$ cat src/rtl/shreg_pkg.sv
// Shared types and helpers for the universal shift register: op-select
// encoding, burst FSM states and mode classification.
package shreg_pkg;

   typedef enum logic [2:0] {
      MODE_HOLD  = 3'b000,
      MODE_SHL   = 3'b001,
      MODE_SHR   = 3'b010,
      MODE_ROL   = 3'b011,
      MODE_ROR   = 3'b100,
      MODE_PLOAD = 3'b101,
      MODE_ASR   = 3'b110,
      MODE_RSVD  = 3'b111
   } mode_e;

   typedef enum logic {
      ST_IDLE = 1'b0,
      ST_RUN  = 1'b1
   } state_e;

   function automatic logic is_shift_mode(mode_e m);
      return m inside {MODE_SHL, MODE_SHR, MODE_ROL, MODE_ROR, MODE_ASR};
   endfunction

   // Serial-out direction a mode selects: 1 = rightward (so taken from bit 0).
   function automatic logic shift_dir(mode_e m);
      return m inside {MODE_SHR, MODE_ROR, MODE_ASR};
   endfunction

endpackage

$ cat src/rtl/shreg_burst_ctrl.sv
// Burst controller: IDLE/RUN FSM, burst counter, latched mode, busy/done.
// Decides each cycle whether the datapath executes an op and which one.
module shreg_burst_ctrl
   import shreg_pkg::*;
#(
   parameter int CNT_W = 3
) (
   input  logic             clk,
   input  logic             clear,
   input  logic             en,
   input  logic             start,
   input  logic [2:0]       mode,
   input  logic [CNT_W-1:0] len,
   output logic             op_en,
   output logic [2:0]       op_sel,
   output logic             dir_ld,
   output logic             busy,
   output logic             done
);

   state_e           state_q;
   logic [CNT_W-1:0] count_q;
   logic [2:0]       mode_q;
   logic             done_q;
   logic             start_ok;

   always_comb begin
      op_en    = 1'b0;
      op_sel   = mode;
      dir_ld   = 1'b0;
      start_ok = (state_q == ST_IDLE) && start && (len != '0) &&
                 is_shift_mode(mode_e'(mode));
      if (state_q == ST_RUN) begin
         op_en  = 1'b1;
         op_sel = mode_q;
      end else if (start_ok) begin
         dir_ld = 1'b1;   // start edge only arms the burst, no shift
      end else if (en) begin
         op_en  = 1'b1;
      end
   end

   always_ff @(posedge clk or posedge clear) begin
      if (clear) begin
         state_q <= ST_IDLE;
         count_q <= '0;
         mode_q  <= 3'b000;
         done_q  <= 1'b0;
      end else begin
         done_q <= 1'b0;
         case (state_q)
            ST_IDLE: begin
               if (start_ok) begin
                  state_q <= ST_RUN;
                  count_q <= len;
                  mode_q  <= mode;
               end
            end
            ST_RUN: begin
               count_q <= count_q - CNT_W'(1);
               if (count_q == CNT_W'(1)) begin
                  state_q <= ST_IDLE;
                  done_q  <= 1'b1;
               end
            end
            default: state_q <= ST_IDLE;
         endcase
      end
   end

   assign busy = (state_q == ST_RUN);
   assign done = done_q;

endmodule

$ cat src/rtl/univ_shift_reg.sv
// N-bit universal shift register with burst engine.
// Optional parity output enabled by defining SHREG_PARITY_EN.
module univ_shift_reg
   import shreg_pkg::*;
#(
   parameter  int N     = 4,
   localparam int CNT_W = $clog2(N + 1)
) (
   input  logic             clk,
   input  logic             clear,
   input  logic             en,
   input  logic [2:0]       mode,
   input  logic             si,
   input  logic [N-1:0]     pdata,
   input  logic             start,
   input  logic [CNT_W-1:0] len,
   output logic [N-1:0]     q,
   output logic             so,
   output logic             busy,
   output logic             done
`ifdef SHREG_PARITY_EN
   ,
   output logic             par
`endif
);

   logic [N-1:0] q_q, q_d;
   logic         dir_q, dir_d;
   logic         op_en;
   logic [2:0]   op_sel;
   logic         dir_ld;

   shreg_burst_ctrl #(.CNT_W(CNT_W)) u_ctrl (
      .clk    (clk),
      .clear  (clear),
      .en     (en),
      .start  (start),
      .mode   (mode),
      .len    (len),
      .op_en  (op_en),
      .op_sel (op_sel),
      .dir_ld (dir_ld),
      .busy   (busy),
      .done   (done)
   );

   always_comb begin
      q_d   = q_q;
      dir_d = dir_q;
      if (dir_ld) begin
         dir_d = shift_dir(mode_e'(mode));
      end
      if (op_en) begin
         case (mode_e'(op_sel))
            MODE_SHL:   begin q_d = {q_q[N-2:0], si};       dir_d = 1'b0; end
            MODE_SHR:   begin q_d = {si, q_q[N-1:1]};       dir_d = 1'b1; end
            MODE_ROL:   begin q_d = {q_q[N-2:0], q_q[N-1]}; dir_d = 1'b0; end
            MODE_ROR:   begin q_d = {q_q[0], q_q[N-1:1]};   dir_d = 1'b1; end
            MODE_ASR:   begin q_d = {q_q[N-1], q_q[N-1:1]}; dir_d = 1'b1; end
            MODE_PLOAD: q_d = pdata;
            default:    ;
         endcase
      end
   end

   always_ff @(posedge clk or posedge clear) begin
      if (clear) begin
         q_q   <= '0;
         dir_q <= 1'b0;
      end else begin
         q_q   <= q_d;
         dir_q <= dir_d;
      end
   end

   assign q  = q_q;
   assign so = dir_q ? q_q[0] : q_q[N-1];

`ifdef SHREG_PARITY_EN
   assign par = ^q_q;
`endif

endmodule

$ cat config.mk
export PLATFORM = sky130hd
export DESIGN_NAME = univ_shift_reg
export DESIGN_NICKNAME = d
export VERILOG_FILES = /design/src/rtl/shreg_pkg.sv /design/src/rtl/shreg_burst_ctrl.sv /design/src/rtl/univ_shift_reg.sv
export SDC_FILE = /design/constraint.sdc
export NUM_CORES = 1
export LEC_CHECK = 0
export CAP_MARGIN = 30
export CORE_MARGIN = 5
export CORE_UTILIZATION = 40
export DETAILED_ROUTE_END_ITERATION = 16
export PLACE_DENSITY = 0.69
export SETUP_SLACK_MARGIN = 0.5
export SLEW_MARGIN = 20
export SYNTH_ARGS = -nofsm -noshare
export SYNTH_HDL_FRONTEND = slang
export SYNTH_HIERARCHICAL = 1
export SYNTH_SLANG_ARGS = --single-unit
$ cat constraint.sdc
create_clock -name clk -period 2.1 [get_ports clk]
set_input_delay 0.21 -clock clk [delete_from_list [all_inputs] [get_ports clk]]
set_output_delay 0.21 -clock clk [all_outputs]
set_load 0.05 [all_outputs]
# == Word-level counts from Yosys, hierarchy flattened ==
# Cells that the tools add are included.
# word_totals
ff_bits,13
latch_bits,0
ram_bits,0
rom_bits,0
output_inout_bits,7
n_memories,0
# op_classes
add_sub_neg,1
mul,0
div,0
magnitude_cmp,0
eq_ne,13
shift,0
mux,17
bitwise,2
n_reduce_logical,13
# ops
op,n
$pmux 4 s6,1
$eq 3x3->1 const B,5
$eq 3x2->1 const B,4
$mux 1,11
$reduce_bool 5->1,2
$eq 3x1->1 const B,3
$mux 3,2
$pmux 3 s2,1
$reduce_bool 3->1,2
$reduce_bool 6->1,1
$pmux 1 s2,2
$reduce_and 2->1,2
$logic_and 1x1->1,3
$reduce_and 3->1,1
$reduce_or 3->1,1
$sub 3x1->3 const B,1
$ne 2x1->1 const B,1
$not 1->1,2
$reduce_or 2->1,1

# == Depth between registers and ports, before layout ==
# Gate-level depths: netlist (run 1).
# logic_depth
word_depth,9
ltp_mapped,7

# == Cells and area by module ==
# The synthesis (run 1) kept the hierarchy.
# by_module_without_submodules
mod,instances,cells_per_inst,area_each_um2
shreg_burst_ctrl,1,45,506.7
univ_shift_reg,1,45,414.1

# == Least setup slack after synthesis (run 1) ==
# Ideal clock, no wire load.
# synth_timing
path_type,reg-to-reg
from,"register u_ctrl.state_q, in the netlist u_ctrl/busy"
to,"register q_q[0], in the netlist q[0]"
arrival_time_ns,2.146
required_time_ns,1.996
path_slack_ns,-0.149
stages_incl_launch_ff,6
path_buffers,1
period_less_slack_ns,2.249
path_cell_list,dfrtp_1 -> clkbuf_1 -> mux2_2 -> and3_1 -> or2_4 -> o41ai_2
# synth_between
elab_cells_between_ends,16
cone_classes,eq/ne (6); mux (4); bitwise (1); reduce/logical (5)
# synth_rtl
item,line,source
from (decl),shreg_burst_ctrl.sv:21,state_e state_q;
from (signal assigned),shreg_burst_ctrl.sv:45,state_q <= ST_IDLE;
from (signal assigned),shreg_burst_ctrl.sv:54,state_q <= ST_RUN;
from (signal assigned),shreg_burst_ctrl.sv:62,state_q <= ST_IDLE;
$mux 3 (*),shreg_burst_ctrl.sv:33,if (state_q == ST_RUN) begin
net op_sel[2],univ_shift_reg.sv:30,logic [2:0] op_sel;
$eq 3x3->1 (tied with other cells),univ_shift_reg.sv:54,case (mode_e'(op_sel))
$reduce_bool 6->1 (no source line),--,
$reduce_and 2->1 (no source line),--,
to (signal assigned),univ_shift_reg.sv:71,q_q <= q_d;
to (decl),univ_shift_reg.sv:27,"logic [N-1:0] q_q, q_d;"
# The timed path passes the listed nets; every way through them passes the cells marked *.
# A chain may end at the register's enable or synchronous reset.

# == Worst setup path in the final report (run 1) ==
# layout_timing
from,"register u_ctrl.state_q, in the netlist u_ctrl/busy"
to,"register q_q[1], in the netlist q[1]"
# The elaborated chain is that of the path after synthesis.

==> qor.yml, run 1 <==
run_status:
  status: "finished, final reports clean"
floorplan:
  die_w_um: 57.98
  start_util: 0.4163
  die_y_um: 57.98
  die_area_um2: 3362
  core-area_um2: 2212
  rows: 17
  boundaryPins: 22
power_and_ir_drop:
  total_leakage_power_uw: 0.0006736
  switching_power_uw: 1175
  comb_power_share: 0.737
  pwr-share-clk: 0.063
  power_density_nw_per_um2: 1730
  power.internal_uw: 1386
  power_uw: 2561
  seq_power_share: 0.200
  swShare: 0.4587
  ir_drop_uv: 1118
global_routing:
  grt_pass1_wl_mm: 4.464
  grtUsageTotal: 0.1719
  grt_pass1_vias: 989
  antenna_found_initial: 0
  grt_max_degree: 10
  grt_overflow: 0
worst_setup_path:
  cp-start-kind: "flip-flop"
  path_max_fanout: 6
  crit_path_end_kind: "flip-flop"
  crit_path_top_delay_cell: "dfrtp_2"
  cpPeakStageDelay_ns: 0.48
  worstPathRequired_ns: 2.29
  cp_cell_sequence: "mux2_4, and3_4, or2_4, buf_4, o31ai_4"
  arrival_ns: 1.91
  setup.worst_path.class: "flip-flop to flip-flop"
place:
  io_buffers: 21
  pre_cts_ws_ns: -0.08933
  post-dp-hpwl_mm: 1.675
  gp_congestion: 0.8309
  dp_cells: 144
yosys:
  syn_avg_cell_area_um2: 10.23
  syn-num-nets: 107
  syn-instance-count: 90
  synth-edff-count: 0
  async_reset_ff_frac: 1.000
  yosysSeqAreaShare: 0.3533
  synth_most_common_cell: "dfrtp_1"
  synth.top_cells.by_count: "dfrtp_1, inv_1, mux2_2, nand2_1, o21ai_0"
  synth_area_leaders: "dfrtp_1, mux2_2, inv_1"
  yosys_warnings: 6
  synth_top_area_cell: "dfrtp_1"
  yosysTopAreaCellShare: 0.3533
  ys_ff_latch: 13
  syn-cell-area_um2: 920.9
  yosys_most_used_dff: "dfrtp_1"
  ys_types: 43
layout:
  nNetsFinal: 154
  layout.cells.non_filler: 164
  nFillCells: 177
  syn_to_final_growth_pct: 60.73
  seqCellArea_um2: 326.6
  drive_above_1_share: 0.4779
  diodes: 0
  multiInputGateArea_um2: 650.6
clocking:
  cts_tree: "built"
  clock-root-buffer: "clkbuf_4"
  cts_made_buffers: 3
  cts_buffer_depth: 2
  clk_pin_slew_ns: 0.09
  htreeDepth: 1
  cts.sinks: 13
  clk_latency_ns: 0.29
routing:
  drt_iter0_drc: 11
  drc_errors: 0
  avgViaCountPerCell: 5.665
  vias: 929
  wl_per_cell_um: 16.60
  first_pass_iters: 4
  antenna_left: 0
  wl_mm: 2.723
sta:
  hold_viol_final: 0
  timing.setup.tns_ns: 0
  max_slew_margin: 0.6753
  fmax_ghz: 0.5820
  fin_crit_sh: 0.8181
  worstMarginPinSlew_ns: 0.4890
  setup_viol: 0
  fin_skew_ns: 0.01436
  rsz0062_at_grt: "yes"
  worst_slack_ns: 0.3819
  fin_crit_ns: 1.718
  maxSlewViolCount: 0
hold_path:
  min_path_type: "input port to async pin"
run:
  max-cap-violations: 0
==> layer usage <==
metal / global-route usage / wire length [um] / up-vias
met1: 0.1957 / 1095 / 444
met4: 0.06954 / 61 / 0
met5: 0 / 0 / -
met2: 0.2919 / 1378 / 35
li1: - / - / 441
met3: 0.06013 / 187 / 9
==> per-stage QoR <==
stage | utilization | instance area [um2] | hold WS (ns)
2_1_floorplan | - | 1012 | -0.01148
3_3_place_gp | 0.5758 | 1274 | 0.4509
3_5_place_dp | 0.5758 | 1274 | 0.4419
4_1_cts | 0.6618 | 1464 | 0.1226
5_1_grt | 0.6691 | 1480 | 0.1509
6_report | 0.6691 | 1480 | 0.1266
==> what timing repair did <==
action	4_1_cts	5_1_grt
buffers inserted	15	1
hold buffers	0	0
pin swaps	11	3
resized for setup	38	4
setup endpoints to repair	12	6
==> worst paths after layout <==
check / from / to / slack, ns / cells past startpoint
setup / recovery: u_ctrl/busy / q[1] / 0.38 / 5
hold / removal: clear / q[3] / 0.13 / 2
setup reg to reg: u_ctrl/busy / q[1] / 0.38 / 5
hold reg to reg: u_ctrl/mode_q[1] / u_ctrl/mode_q[1] / 0.52 / 1
max in group asynchronous: clear / u_ctrl/busy / 1.61 / 2
min in group clk: mode[2] / u_ctrl/mode_q[2] / 0.30 / 3
==> sequential cells by signal (all words and copies together), names as in the netlist <==
register / cells
dir_q: 1
q: 4
u_ctrl/busy: 1
u_ctrl/count_q: 3
u_ctrl/done: 1
u_ctrl/mode_q: 3
==> cell usage in the layout, fill, tap and decap left out, drive strengths merged, types with 2 or more instances in the layout <==
| cell | netlist | routed |
|---|---|---|
| clkbuf | 1 | 5 |
| mux2i | 2 | 2 |
| mux2 | 6 | 6 |
| o311ai | 2 | 2 |
| clkdlybuf4s15 | 0 | 3 |
| buf | 4 | 27 |
| nor2 | 3 | 3 |
| nand2 | 4 | 4 |
| and3 | 3 | 3 |
| inv | 9 | 9 |
| dlygate4sd2 | 0 | 9 |
| o32ai | 3 | 3 |
| nand2b | 2 | 2 |
| o21ai | 5 | 5 |
| a21oi | 3 | 3 |
| ha | 2 | 2 |
| nand4 | 2 | 2 |
| or2 | 2 | 2 |
| clkdlybuf4s50 | 0 | 7 |
| o21bai | 2 | 2 |
| dfrtp | 13 | 13 |
| o31ai | 3 | 3 |
==> power groups by stage <==
stage	registers (uW)	logic (uW)	clock network, uW
finish	513	1890	161
global route	530	1990	181
global placement	532	1410	0
detailed placement	533	1420	0
CTS	508	1770	168
floorplan	669	1010	0
==> worst max-delay path: cells and delay by family (launching register included) <==
kind | cells | cell delay, ns
muxes | 1 | 0.36
AOI/OAI and AO/OA | 1 | 0.17
and+or+nand+nor | 2 | 0.47
DFF | 1 | 0.48
buffers and inverters | 1 | 0.14
==> cell type report <==
class	instances	share of cell area
clock buffer	4	0.01775
inverter	9	0.02282
multi-input combinational	63	0.4396
sequential	13	0.2206
tap	28	0.02367
timing repair buffer	47	0.2756
==> kinds of logic after synthesis <==
family	share of synthesized area
buffers and inverters	0.07608
AND/OR/NAND/NOR	0.1726
adder cells (fa/ha/maj)	0.02717
flip-flops	0.3533
multiplexers	0.1033
XOR/XNOR	0.009513
AO/OA/AOI/OAI	0.2582
Note: power is estimated with default switching activity, not from simulation.
==> inputs of run 2 (changes only) <==
clock period = 1.8 ns   (was 2.1 ns; I/O delays follow)
==> run 2 against run 1 <==
Compared with the run above: power grew 33%; largest cell class unchanged; flip-flop and latch count is the same; critical endpoint is now q[0]; critical path depth is the same.
==> qor.yml, run 2 (synthesis gave the netlist of run 1 again) <==
clocking:
  clk_pin_slew_ns: 0.10  # about the same
  cts.sinks: 13  # unchanged
  clk_latency_ns: 0.29  # about the same
  cts_made_buffers: 3  # unchanged
  cts_tree: "built"
  htreeDepth: 1  # unchanged
  cts_buffer_depth: 2  # unchanged
  clock-root-buffer: "clkbuf_4"
worst_setup_path:
  r2r_cells: 5  # unchanged
  worstPathRequired_ns: 1.99  # -0.30 ns
  path_max_fanout: 6  # unchanged
  r2r-start: "u_ctrl/busy"
  setup.worst_path.class: "flip-flop to flip-flop"
  reg2reg_slack_ns: 0.07  # -0.31 ns
  cp-start-kind: "flip-flop"
  reg2reg_to: "q[0]"
  crit_path_end_kind: "flip-flop"
  arrival_ns: 1.93  # +0.02 ns
power_and_ir_drop:
  power.internal_uw: 1891  # +36%
  total_leakage_power_uw: 0.0007694  # +14%
  pwr-share-clk: 0.059  # -0.004
  seq_power_share: 0.172  # -0.028
  comb_power_share: 0.768  # +0.031
  power_density_nw_per_um2: 2038  # +18%
  switching_power_uw: 1516  # +29%
  swShare: 0.4451  # -0.01363
  ir_drop_uv: 1195  # +6.9%
routing:
  avgViaCountPerCell: 5.648  # -0.29%
  vias: 1011  # +8.8%
  antenna_left: 0  # unchanged
  wl_per_cell_um: 16.91  # +1.8%
  first_pass_iters: 4  # unchanged
  drc_errors: 0  # unchanged
  drt_iter0_drc: 29  # +18
  wl_mm: 3.026  # +11%
floorplan:
  rows: 17  # unchanged
  die_y_um: 57.98  # unchanged
  die_w_um: 57.98  # unchanged
  boundaryPins: 22  # unchanged
  core-area_um2: 2212  # unchanged
  start_util: 0.4163  # unchanged
  die_area_um2: 3362  # unchanged
sta:
  fin_crit_sh: 0.9623  # +0.1442
  worstMarginPinSlew_ns: 0.4922  # +0.003169 ns
  maxSlewViolCount: 0  # unchanged
  whs_ns: 0.1104  # -0.01624 ns
  timing.setup.tns_ns: 0  # unchanged
  max_slew_margin: 0.6674  # -0.007881
  fin_skew_ns: 0.005176  # -0.009185 ns
  fmax_ghz: 0.5773  # -0.81%
  hold_viol_final: 0  # unchanged
  rsz0062_at_grt: "yes"
  setup_viol: 0  # unchanged
  worst_slack_ns: 0.06785  # -0.3141 ns
  fin_crit_ns: 1.732  # +0.01408 ns
layout:
  syn_to_final_growth_pct: 81.52
  largest_register_ffs: 4  # unchanged
  layout_common_cells: "buf_4, dfrtp_1, buf_6"
  diodes: 0  # unchanged
  mostFrequentLayoutCell: "buf_4"
  drive_above_1_share: 0.5629  # +0.08497
  nFillCells: 149  # -16%
  nNetsFinal: 169  # +9.7%
  fin_area_um2: 1672  # +13%
global_routing:
  grtUsageTotal: 0.1610  # -0.01091
  antenna_found_initial: 0  # unchanged
  grt_overflow: 0  # unchanged
  grt_pass1_vias: 910  # -8.0%
  grt_max_degree: 10  # unchanged
  grt_pass1_wl_mm: 4.153  # -7.0%
place:
  io_buffers: 21  # unchanged
  post-dp-hpwl_mm: 1.889  # +13%
  gp_congestion: 0.7904  # -4.9%
  place_area_um2: 1359  # +6.7%
  pre_cts_ws_ns: -0.4069  # -0.3176 ns
hold_path:
  min_path_type: "input port to async pin"
run:
  max-cap-violations: 0  # unchanged
run_status:
  status: "finished, final reports clean"
-- run 2: power by group through the flow --
| stage | combinational [uW] | clock [uW] | sequential (uW) |
|---|---|---|---|
| 5_1_grt | 2770 | 231 | 609 |
| 3_3_place_gp | 1800 | 0 | 590 |
| 2_1_floorplan | 1180 | 0 | 781 |
| 6_report | 2620 | 202 | 588 |
| 3_5_place_dp | 1850 | 0 | 599 |
| 4_1_cts | 2000 | 202 | 574 |
-- run 2: worst max-delay path, cell delays in order (launching register included) --
cell and delay, ns:
dfrtp_2 0.48, mux2_4 0.36, buf_6 0.14, nand3b_1 0.17, o32ai_4 0.12, o41ai_4 0.36
-- run 2: worst max-delay path by stage --
stage / slack, ns / to / cells after the start / startpoint
2_1_floorplan: -0.11 / q[0] / 5 / u_ctrl/busy
3_3_place_gp: -0.34 / q[0] / 7 / mode[1]
3_5_place_dp: -0.41 / q[0] / 7 / mode[1]
4_1_cts: 0.05 / q[0] / 6 / u_ctrl/busy
5_1_grt: -0.03 / q[0] / 5 / u_ctrl/busy
6_report: 0.07 / q[0] / 5 / u_ctrl/busy
-- run 2: metrics by stage --
| stage | total power (uW) | instances | utilization |
|---|---|---|---|
| 6_report | 3407 | 179 | 0.7557 |
| 5_1_grt | 3614 | 179 | 0.7557 |
| 4_1_cts | 2774 | 167 | 0.6601 |
| 3_5_place_dp | 2447 | 156 | 0.6143 |
| 3_3_place_gp | 2393 | 156 | 0.6143 |
| 2_1_floorplan | 1960 | 90 | - |
-- run 2: cell type report --
class	count	area, um2	area share
repair buffers	62	551.8	0.3301
clock buffers	4	26.28	0.01572
flip-flops and latches	13	326.6	0.1954
inverters	9	33.78	0.02021
well taps	28	35.03	0.02096
multi-input cells	63	698.2	0.4177
-- run 2: timing repair --
item                                    CTS  global route
endpoints found under the setup margin   18            14
pin swaps                                 5            10
hold buffers                              0             0
setup buffers                             7            12
resized for setup                        31            27
-- run 2: routing by layer --
layer,wire (um),GRT usage,up-vias
met5,0,0,-
met2,1581,0.2613,41
met4,124,0.06954,0
li1,-,-,466
met1,1186,0.2030,490
met3,134,0.03786,14
